## src/rtl/uart_tx_bridge_if.sv

```systemverilog
// Byte-stream handshake between the core and the UART transmitter.
// The core drives valid/bits as master; the transmitter returns ready as slave.
interface uart_tx_bridge_if #(
  parameter int DATA_WIDTH = 8
);
  logic                  valid;
  logic                  ready;
  logic [DATA_WIDTH-1:0] bits;

  modport master (output valid, output bits, input ready);
  modport slave  (input valid, input bits, output ready);
endinterface

```

## src/rtl/uart_tx_bridge.sv

```systemverilog
// uart_tx_bridge: device-side UART transmitter.
// Accepts bytes over a ready/valid stream into a small FIFO and serializes each
// one as start, 8 data bits LSB first, optional parity, then 1 or 2 stop bits.
// Optional feature macro: UART_TX_PARITY_EN adds the parity_odd input and a
// parity bit after the data bits. Without it frames carry no parity.
module uart_tx_bridge #(
  parameter int DATA_WIDTH = 8,
  parameter int FIFO_DEPTH = 4,
  parameter int DIV_WIDTH  = 16
) (
  input  logic                          clock,
  input  logic                          reset,
  uart_tx_bridge_if.slave               stream,
  input  logic [DIV_WIDTH-1:0]          divisor,
  input  logic                          nstop,
`ifdef UART_TX_PARITY_EN
  input  logic                          parity_odd,
`endif
  output logic                          txd,
  output logic                          busy,
  output logic [$clog2(FIFO_DEPTH):0]   fifo_count
);

  localparam int           AW   = $clog2(FIFO_DEPTH);
  localparam logic [AW:0]  FULL = (AW+1)'(FIFO_DEPTH);

  // Per-frame settings, captured when a byte leaves the FIFO so that
  // changes on the inputs only affect the next frame.
  typedef struct packed {
    logic [DATA_WIDTH-1:0] data;
    logic [DIV_WIDTH-1:0]  div;
    logic                  nstop;
`ifdef UART_TX_PARITY_EN
    logic                  par_odd;
`endif
  } frame_t;

`ifdef UART_TX_PARITY_EN
  typedef enum logic [2:0] {IDLE, START, DATA, PARITY, STOP} state_t;
`else
  typedef enum logic [2:0] {IDLE, START, DATA, STOP} state_t;
`endif

  // FIFO storage
  logic [DATA_WIDTH-1:0] mem [FIFO_DEPTH];
  logic [AW-1:0]         wr_ptr, rd_ptr;
  logic [AW:0]           count;
  logic                  push, pop;

  // Serializer state
  state_t                state;
  frame_t                cfg, next_cfg;
  logic [DIV_WIDTH-1:0]  cnt;
  logic [2:0]            idx;
  logic [2:0]            idx_next;
  logic                  stop_idx;
  logic                  bit_end;
  logic                  last_stop;

  // Ready depends only on occupancy, so a same-cycle pop never opens the gate.
  assign stream.ready = !reset && (count != FULL);
  assign push         = stream.valid && stream.ready;

  assign bit_end   = (cnt == '0);
  assign last_stop = (state == STOP) && bit_end && (stop_idx == cfg.nstop);
  assign pop       = !reset && (count != '0) && ((state == IDLE) || last_stop);
  assign idx_next  = idx + 3'd1;

  assign next_cfg.data  = mem[rd_ptr];
  assign next_cfg.div   = divisor;
  assign next_cfg.nstop = nstop;
`ifdef UART_TX_PARITY_EN
  assign next_cfg.par_odd = parity_odd;
`endif

  assign busy       = (state != IDLE) || (count != '0);
  assign fifo_count = count;

  // FIFO pointers and occupancy; pointers wrap naturally at FIFO_DEPTH.
  always_ff @(posedge clock) begin
    if (reset) begin
      wr_ptr <= '0;
      rd_ptr <= '0;
      count  <= '0;
    end else begin
      if (push) wr_ptr <= wr_ptr + 1'b1;
      if (pop)  rd_ptr <= rd_ptr + 1'b1;
      case ({push, pop})
        2'b10:   count <= count + 1'b1;
        2'b01:   count <= count - 1'b1;
        default: ;
      endcase
    end
  end

  // FIFO data array, written on accepted pushes.
  always_ff @(posedge clock) begin
    if (push) mem[wr_ptr] <= stream.bits;
  end

  // Frame sequencer: every bit holds txd for cfg.div+1 clocks via a reloaded
  // down-counter; a pending byte at the end of the last stop bit starts the
  // next frame with no idle gap.
  always_ff @(posedge clock) begin
    if (reset) begin
      state    <= IDLE;
      txd      <= 1'b1;
      cfg      <= '0;
      cnt      <= '0;
      idx      <= '0;
      stop_idx <= 1'b0;
    end else begin
      case (state)
        IDLE: begin
          txd <= 1'b1;
          if (pop) begin
            cfg   <= next_cfg;
            cnt   <= divisor;
            state <= START;
            txd   <= 1'b0;
          end
        end

        START: begin
          if (bit_end) begin
            cnt   <= cfg.div;
            idx   <= '0;
            state <= DATA;
            txd   <= cfg.data[0];
          end else begin
            cnt <= cnt - 1'b1;
          end
        end

        DATA: begin
          if (bit_end) begin
            cnt <= cfg.div;
            if (idx == 3'd7) begin
`ifdef UART_TX_PARITY_EN
              state <= PARITY;
              txd   <= (^cfg.data) ^ cfg.par_odd;
`else
              state    <= STOP;
              stop_idx <= 1'b0;
              txd      <= 1'b1;
`endif
            end else begin
              idx <= idx_next;
              txd <= cfg.data[idx_next];
            end
          end else begin
            cnt <= cnt - 1'b1;
          end
        end

`ifdef UART_TX_PARITY_EN
        PARITY: begin
          if (bit_end) begin
            cnt      <= cfg.div;
            stop_idx <= 1'b0;
            state    <= STOP;
            txd      <= 1'b1;
          end else begin
            cnt <= cnt - 1'b1;
          end
        end
`endif

        STOP: begin
          txd <= 1'b1;
          if (bit_end) begin
            if (stop_idx != cfg.nstop) begin
              // second stop bit
              stop_idx <= 1'b1;
              cnt      <= cfg.div;
            end else if (pop) begin
              cfg   <= next_cfg;
              cnt   <= divisor;
              state <= START;
              txd   <= 1'b0;
            end else begin
              state <= IDLE;
            end
          end else begin
            cnt <= cnt - 1'b1;
          end
        end

        default: begin
          state <= IDLE;
          txd   <= 1'b1;
        end
      endcase
    end
  end

endmodule
```

## src/flat_wrapper.sv

```systemverilog
// flat-port wrapper written by rule: the top's interface ports become plain ports
module uart_tx_bridge_flat 
#(
  parameter int DATA_WIDTH = 8,
  parameter int FIFO_DEPTH = 4,
  parameter int DIV_WIDTH  = 16
)
  (clock, reset, divisor, nstop, txd, busy, fifo_count, stream_valid, stream_bits, stream_ready);
  uart_tx_bridge_if #(.DATA_WIDTH(DATA_WIDTH)) stream_i ();
  input  logic clock;
  input  logic reset;
  input  logic [DIV_WIDTH-1:0] divisor;
  input  logic nstop;
  output logic txd;
  output logic busy;
  output logic [$clog2(FIFO_DEPTH):0] fifo_count;
  input wire logic [$bits(stream_i.valid)-1:0] stream_valid;
  input wire logic [$bits(stream_i.bits)-1:0] stream_bits;
  output wire logic [$bits(stream_i.ready)-1:0] stream_ready;
  assign stream_i.valid = stream_valid;
  assign stream_i.bits = stream_bits;
  assign stream_ready = stream_i.ready;
  uart_tx_bridge #(.DATA_WIDTH(DATA_WIDTH), .FIFO_DEPTH(FIFO_DEPTH), .DIV_WIDTH(DIV_WIDTH)) u_core (.clock(clock), .reset(reset), .stream(stream_i), .divisor(divisor), .nstop(nstop), .txd(txd), .busy(busy), .fifo_count(fifo_count));
endmodule
```

## config.mk

```make
export PLATFORM = sky130hd
export DESIGN_NAME = uart_tx_bridge_flat
export DESIGN_NICKNAME = d
export VERILOG_FILES = /design/src/rtl/uart_tx_bridge_if.sv /design/src/rtl/uart_tx_bridge.sv /design/src/flat_wrapper.sv
export SDC_FILE = /design/constraint.sdc
export NUM_CORES = 1
export LEC_CHECK = 0
export CORE_ASPECT_RATIO = 2
export CORE_MARGIN = 1
export CORE_UTILIZATION = 29
export DETAILED_ROUTE_END_ITERATION = 7
export HOLD_SLACK_MARGIN = 0.12
export PLACE_DENSITY_LB_ADDON = 0.12
export SLEW_MARGIN = 20
export SYNTH_ARGS = -nofsm -noshare
export SYNTH_HDL_FRONTEND = slang
export SYNTH_SLANG_ARGS = --single-unit
export TNS_END_PERCENT = 10
```

## constraint.sdc

```tcl
create_clock -name clock -period 6.5 [get_ports clock]
set_input_delay 0.65 -clock clock [delete_from_list [all_inputs] [get_ports clock]]
set_output_delay 0.65 -clock clock [all_outputs]
set_load 0.05 [all_outputs]
```

After elaboration in Yosys (flattened, before gate mapping) --
Memory sizes are Yosys's and may differ from the RTL's. A register that Yosys moved wholly into a read port is not among the register bits. Index checks and enable logic that the tools add are counted.
Storage, ports and cells: bits in registers 56, bits in writable memories 32, output and inout port bits 6, word-level logic and storage cells 100, memories 1
Operators by class: add/sub/neg operators 6, magnitude comparators 1, equal/unequal tests 17, mux-type cells 40, reductions and logical operators 24
Memory list:
- u_core.mem | depth 4, bits a word 8, rd ports 1, clocked after memory_dff 1, write ports 1, RTL line uart_tx_bridge.sv:45 | logic [DATA_WIDTH-1:0] mem [FIFO_DEPTH];
Operators by type and width (count):
- $mux W25 | 3
- $mux W16 | 4
- $pmux W25 S2 | 1
- $pmux W16 S3 | 1
- $mux W3 | 9
- $logic_not A16 Y1 | 1
- $sub A16 B1 Y16 const B | 1
- $mux W1 | 14
- $pmux W3 S2 | 2
- $pmux W3 S4 | 1
- $ne A2 B1 Y1 const B | 5
- $reduce_bool A3 Y1 | 3
- $reduce_bool A2 Y1 | 4
- $add A3 B1 Y3 const B | 2
- $eq A3 B2 Y1 const B | 2
- $logic_and A1 B1 Y1 | 6
- $ne A2 B2 Y1 const B | 3
- $reduce_and A6 Y1 | 1
- $reduce_and A5 Y1 | 1
- $add A2 B1 Y2 const B | 2
- $lt A3 B4 Y1 const B | 1
- $mux W2 | 2
- $pmux W1 S4 | 1
- $reduce_and A4 Y1 | 1
- 16 further kinds | 17

Longest topological paths before layout --
word-level depth 9, gate-level depth with buffers 14, mapped depth without buffers 12

Worst setup path after synthesis --
No wires, ideal clock.
path kind register to register, from register u_core.count[0], in the netlist u_core.fifo_count[0], to register u_core.count[2], in the netlist u_core.fifo_count[2], setup time 0.071 ns, arrival 3.192 ns, data required time 6.429 ns, setup slack 3.237 ns, stages on the path, launching flop included 11, cell sequence dfxtp_1 > inv_1 > a31oi_1 > and2_1 > inv_1 > ha_1 > inv_1 > fa_1 > xor2_1 > or3_1 > a21oi_1
On the way: longest elaborated chain between the ends 5
Ends and longest elaborated chain:
- from (decl) | RTL line uart_tx_bridge.sv:47 | logic [AW:0] count;
- from (signal assigned) | RTL line uart_tx_bridge.sv:89 | 2'b10: count <= count + 1'b1;
- from (signal assigned) | RTL line uart_tx_bridge.sv:90 | 2'b01: count <= count - 1'b1;
- $ne A3 B3 Y1 (*) | RTL line uart_tx_bridge.sv:61 | assign stream.ready = !reset && (count != FULL);
- $logic_and A1 B1 Y1 (*) | RTL line uart_tx_bridge.sv:61
- named net stream_ready | RTL line flat_wrapper.sv:19 | output wire logic [$bits(stream_i.ready)-1:0] stream_ready;
- $logic_and A1 B1 Y1 (*) | RTL line uart_tx_bridge.sv:62 | assign push = stream.valid && stream.ready;
- $eq A2 B1 Y1 or $eq A2 B2 Y1 (tied branches) | RTL line uart_tx_bridge.sv:88 | case ({push, pop})
- $pmux W3 S2 or $reduce_bool A2 Y1 (tied branches)
The timed path passes the listed nets; every way through them passes the cells marked *. A chain may end at the register's enable or synchronous reset.

Final worst setup path --
from register u_core.state[0], to register u_core.count[2], in the netlist u_core.fifo_count[2]
On the way: longest elaborated chain between the ends 7
Ends and longest elaborated chain:
- from (decl) | RTL line uart_tx_bridge.sv:51 | state_t state;
- from (signal assigned) | RTL line uart_tx_bridge.sv:106 | state <= IDLE;
- from (signal assigned) | RTL line uart_tx_bridge.sv:119 | state <= START;
- from (signal assigned) | RTL line uart_tx_bridge.sv:128 | state <= DATA;
- $eq A3 B2 Y1 | RTL line uart_tx_bridge.sv:65 | assign last_stop = (state == STOP) && bit_end && (stop_idx == cfg.nstop);
- $logic_and A1 B1 Y1 (2 in series) | RTL line uart_tx_bridge.sv:65
- $logic_or A1 B1 Y1 (*) | RTL line uart_tx_bridge.sv:66 | assign pop = !reset && (count != '0) && ((state == IDLE) || last_stop);
- $logic_and A1 B1 Y1 (*) | RTL line uart_tx_bridge.sv:66
- $eq A2 B1 Y1 or $eq A2 B2 Y1 (tied branches) | RTL line uart_tx_bridge.sv:88
- $pmux W3 S2 or $reduce_bool A2 Y1 (tied branches)
Every way passes the cells marked *; elsewhere a longest branch is shown, timed or not.

==> results.sh <==
export IMPL_core_region_area_mm2=0.0159
export IMPL_antenna_found_initial=0
export IMPL_crit_path_start_kind="flop"
export IMPL_fmax_ghz=0.264
export IMPL_postPlaceCellArea_mm2=0.00519
export IMPL_yosys_top_cells_count="nand2_1 (81), dfxtp_1 (57), a21oi_1 (54)"
export IMPL_power_static_leakage_nw=1.90
export IMPL_setup_viol=0
export IMPL_max_clock_path_buffers=2
export IMPL_first_drt_pass_iteration_count=4
export IMPL_hold_path_startpoint="u_core.cfg[21]"
export IMPL_worstHoldPathType="reg2reg"
export IMPL_area_of_the_multi_input_gates_mm2=0.00240
export IMPL_wl_per_cell_um=20.5
export IMPL_synth_fp_nets=548
export IMPL_post_cts_resized_instances=0
export IMPL_clkTransAtPathRegs_ns=0.07
export IMPL_yosys_area_top_type="dfxtp_1"
export IMPL_synth_seq_cells=89
export IMPL_htreeDepth=3
export IMPL_layout_area_seq_mm2=0.00210
export IMPL_via_per_inst=5.54
export IMPL_layout_drive_gt1_share_pct=9.07
export IMPL_io_pins=34
export IMPL_run_status="complete, no violations"
export IMPL_timing_max_cap_violations=0
export IMPL_synth_top_area_share_pct=24.2
export IMPL_cts_tree="built"
export IMPL_sort_of_element_at_the_end_of_the_critical_path="flop"
export IMPL_postSynth_asyncResetShare_pct=0
export IMPL_drv_slew=0
export IMPL_worst_endpoint_arrival_ns=4.06
export IMPL_n_antenna_cell=0
export IMPL_effective_utilization_at_floorplan_pct=29.8
export IMPL_worstReg2RegStart="u_core.state[0]"
export IMPL_post_synth_adder_cell_area_pct=3.87
export IMPL_drt_drc_violations_left=0
export IMPL_timing_worst_slew_pin_value_ns=1.04
export IMPL_worst_clock_skew_ns=0.0142
export IMPL_hold_ws_ns=0.454
export IMPL_route_antenna_remaining_nets=0
export IMPL_grt_pass1_vias=4268
export IMPL_worstPathMaxFanout=27
export IMPL_synth_mux_area_fraction_pct=5.22
export IMPL_globalRouteTotalUtil_pct=18.8
export IMPL_grt_setup_unrepaired="no"
export IMPL_yosys_cell_count_top_type="nand2_1"
export IMPL_initialDrtViolationCount=207
export IMPL_io_buffers=33
export IMPL_post_synth_inst_count=506
export IMPL_data_required_critical_path_ns=6.78
export IMPL_gpl_final_weighted_congestion=0.879
export IMPL_synth_compound_area_share_pct=20.4
export IMPL_placementRows=65
export IMPL_finish_net_count=566
export IMPL_relative_max_transition_margin_pct=29.9
export IMPL_global_route_overflow_total=0
export IMPL_detailedPlacementHpwl_um=10800
export IMPL_root_buffer="clkbuf_16"
export IMPL_ys_warnings_count=0
export IMPL_final_period_utilization_pct=58.2
export IMPL_critical_path_class="reg2reg"
export IMPL_post_synthesis_xor_xnor_area_fraction_pct=2.57
export IMPL_fill_cells=1662
export IMPL_clkSinkCount=89
export IMPL_largest_net_degree_at_the_start_of_global_routing=33
export IMPL_synth_area_leaders="dfxtp_1 (24%), edfxtp_1 (20%), nand2_1 (6.4%)"
export IMPL_ir_worst_vdd_mv=0.278
export IMPL_postLayoutCellArea_mm2=0.00553
export IMPL_cts_hold_buffers=0
export IMPL_areaGrowthSynthToFinish_pct=17.1
export IMPL_cell_area_synth_mm2=0.00472
export IMPL_first_pass_grt_wire_length_um=23500
export IMPL_ys_dominant_reg_cell="dfxtp_1"
export IMPL_setup_worst_path_start="u_core.state[0]"
export IMPL_die_width_um=92.2
export IMPL_postRouteWirelength_um=14900
export IMPL_avgSynthCellArea_um2=9.33
export IMPL_cts_inserted_buffers=9
export IMPL_synth_enable_flop_cells=32
export IMPL_synthDistinctLibCells=68
export IMPL_die_area_mm2=0.0168
export IMPL_cts_setup_buffers=0
export IMPL_period_minus_slack_ns=3.78
export IMPL_setup_tns_final_ns=0
export IMPL_yosysSeqAreaShare_pct=44.5
export IMPL_power_density_mw_per_mm2=552
export IMPL_num_vias=4046
export IMPL_final_hold_viol_count=0
export IMPL_combinational_family_with_the_most_area_after_synthesis="compound AO/OA/AOI/OAI gates"
export IMPL_synth_simple_area_share_pct=18.9
export IMPL_clk_latency_ns=0.36
export IMPL_die_y_um=182
sequential cells by signal, indices dropped and copies added, names as in the netlist, named ones only:
signal,cells
u_core.stop_idx,1
u_core.fifo_count,3
u_core.rd_ptr,2
u_core.mem,32
u_core.txd,1
u_core.wr_ptr,2
u_core.state,2
u_core.cfg,25
u_core.cnt,16
u_core.idx,3
power breakdown:
part	internal, mW	switching [mW]	total [mW]
Combinational	0.568	1.08	1.64
Sequential	0.679	0.131	0.810
Clock	0.346	0.252	0.598
Total	1.59	1.46	3.05
final cells by class:
cell class	instances	area share (%)
repair buffers	38	6.57
multi-input cells	367	43.5
inverters	19	1.34
flip-flops and latches	89	38.0
clock inverters	7	1.95
well taps	201	4.55
clock buffers	9	4.08
stage by stage:
step | setup WS [ns] | utilization, % | power, mW | std cells
floorplan | 3.24 | - | 1.99 | 506
global route | 2.52 | 34.8 | 3.24 | 730
CTS | 2.72 | 34.8 | 3.07 | 730
global placement | 2.85 | 32.7 | 2.47 | 714
detailed placement | 2.73 | 32.7 | 2.47 | 714
finish | 2.72 | 34.8 | 3.05 | 730
cell families (layout without fill, tap and decap cells):
kind of cell | after synthesis | after routing
AOI/OAI and AO/OA | 146 | 146
and+or+nand+nor | 182 | 182
adders and majority gates | 14 | 14
buffers and inverters | 50 | 73
muxes | 12 | 12
xor gates and xnor gates | 13 | 13
DFF | 89 | 89
worst paths after layout:
kind / endpoint / slack, ns / cells after the start
worst max register to register: u_core.fifo_count[2] / 2.72 / 13
worst min register to register: u_core.cfg[21] / 0.45 / 2
worst max-delay path: u_core.fifo_count[2] / 2.72 / 13
worst min-delay path: u_core.cfg[21] / 0.45 / 2
per-layer routing:
layer / track usage, % / share of wire [%] / vias to the layer above
li1: - / - / 1899
met1: 17.7 / 34 / 1989
met2: 36.2 / 58 / 113
met3: 3.17 / 3.5 / 45
met4: 12.3 / 4.8 / 0
met5: 0 / 0 / -
cells in the final DEF, fill, tap and decap left out, types with 11 or more instances in the layout:
cell type / netlist / final
nor3_1: 13 / 13
edfxtp_1: 32 / 32
ha_1: 13 / 13
o21ai_0: 24 / 24
clkdlybuf4s50_1: 0 / 32
nand3_1: 11 / 11
nor2_1: 30 / 30
a21oi_1: 54 / 54
inv_1: 17 / 17
nand2_1: 81 / 81
dfxtp_1: 57 / 57
critical path, stage by stage, from the launching register on:
cell and delay [ns]:
dfxtp_1 0.34, inv_1 0.12, ha_1 0.15, buf_4 0.30, clkinv_1 0.41, nor3_2 0.71, a21oi_4 0.14, inv_4 0.25
ha_1 0.23, inv_1 0.06, fa_1 0.37, xor2_1 0.16, or3_1 0.31, a21oi_1 0.14
No activity file was read; power rests on OpenSTA's default activity.
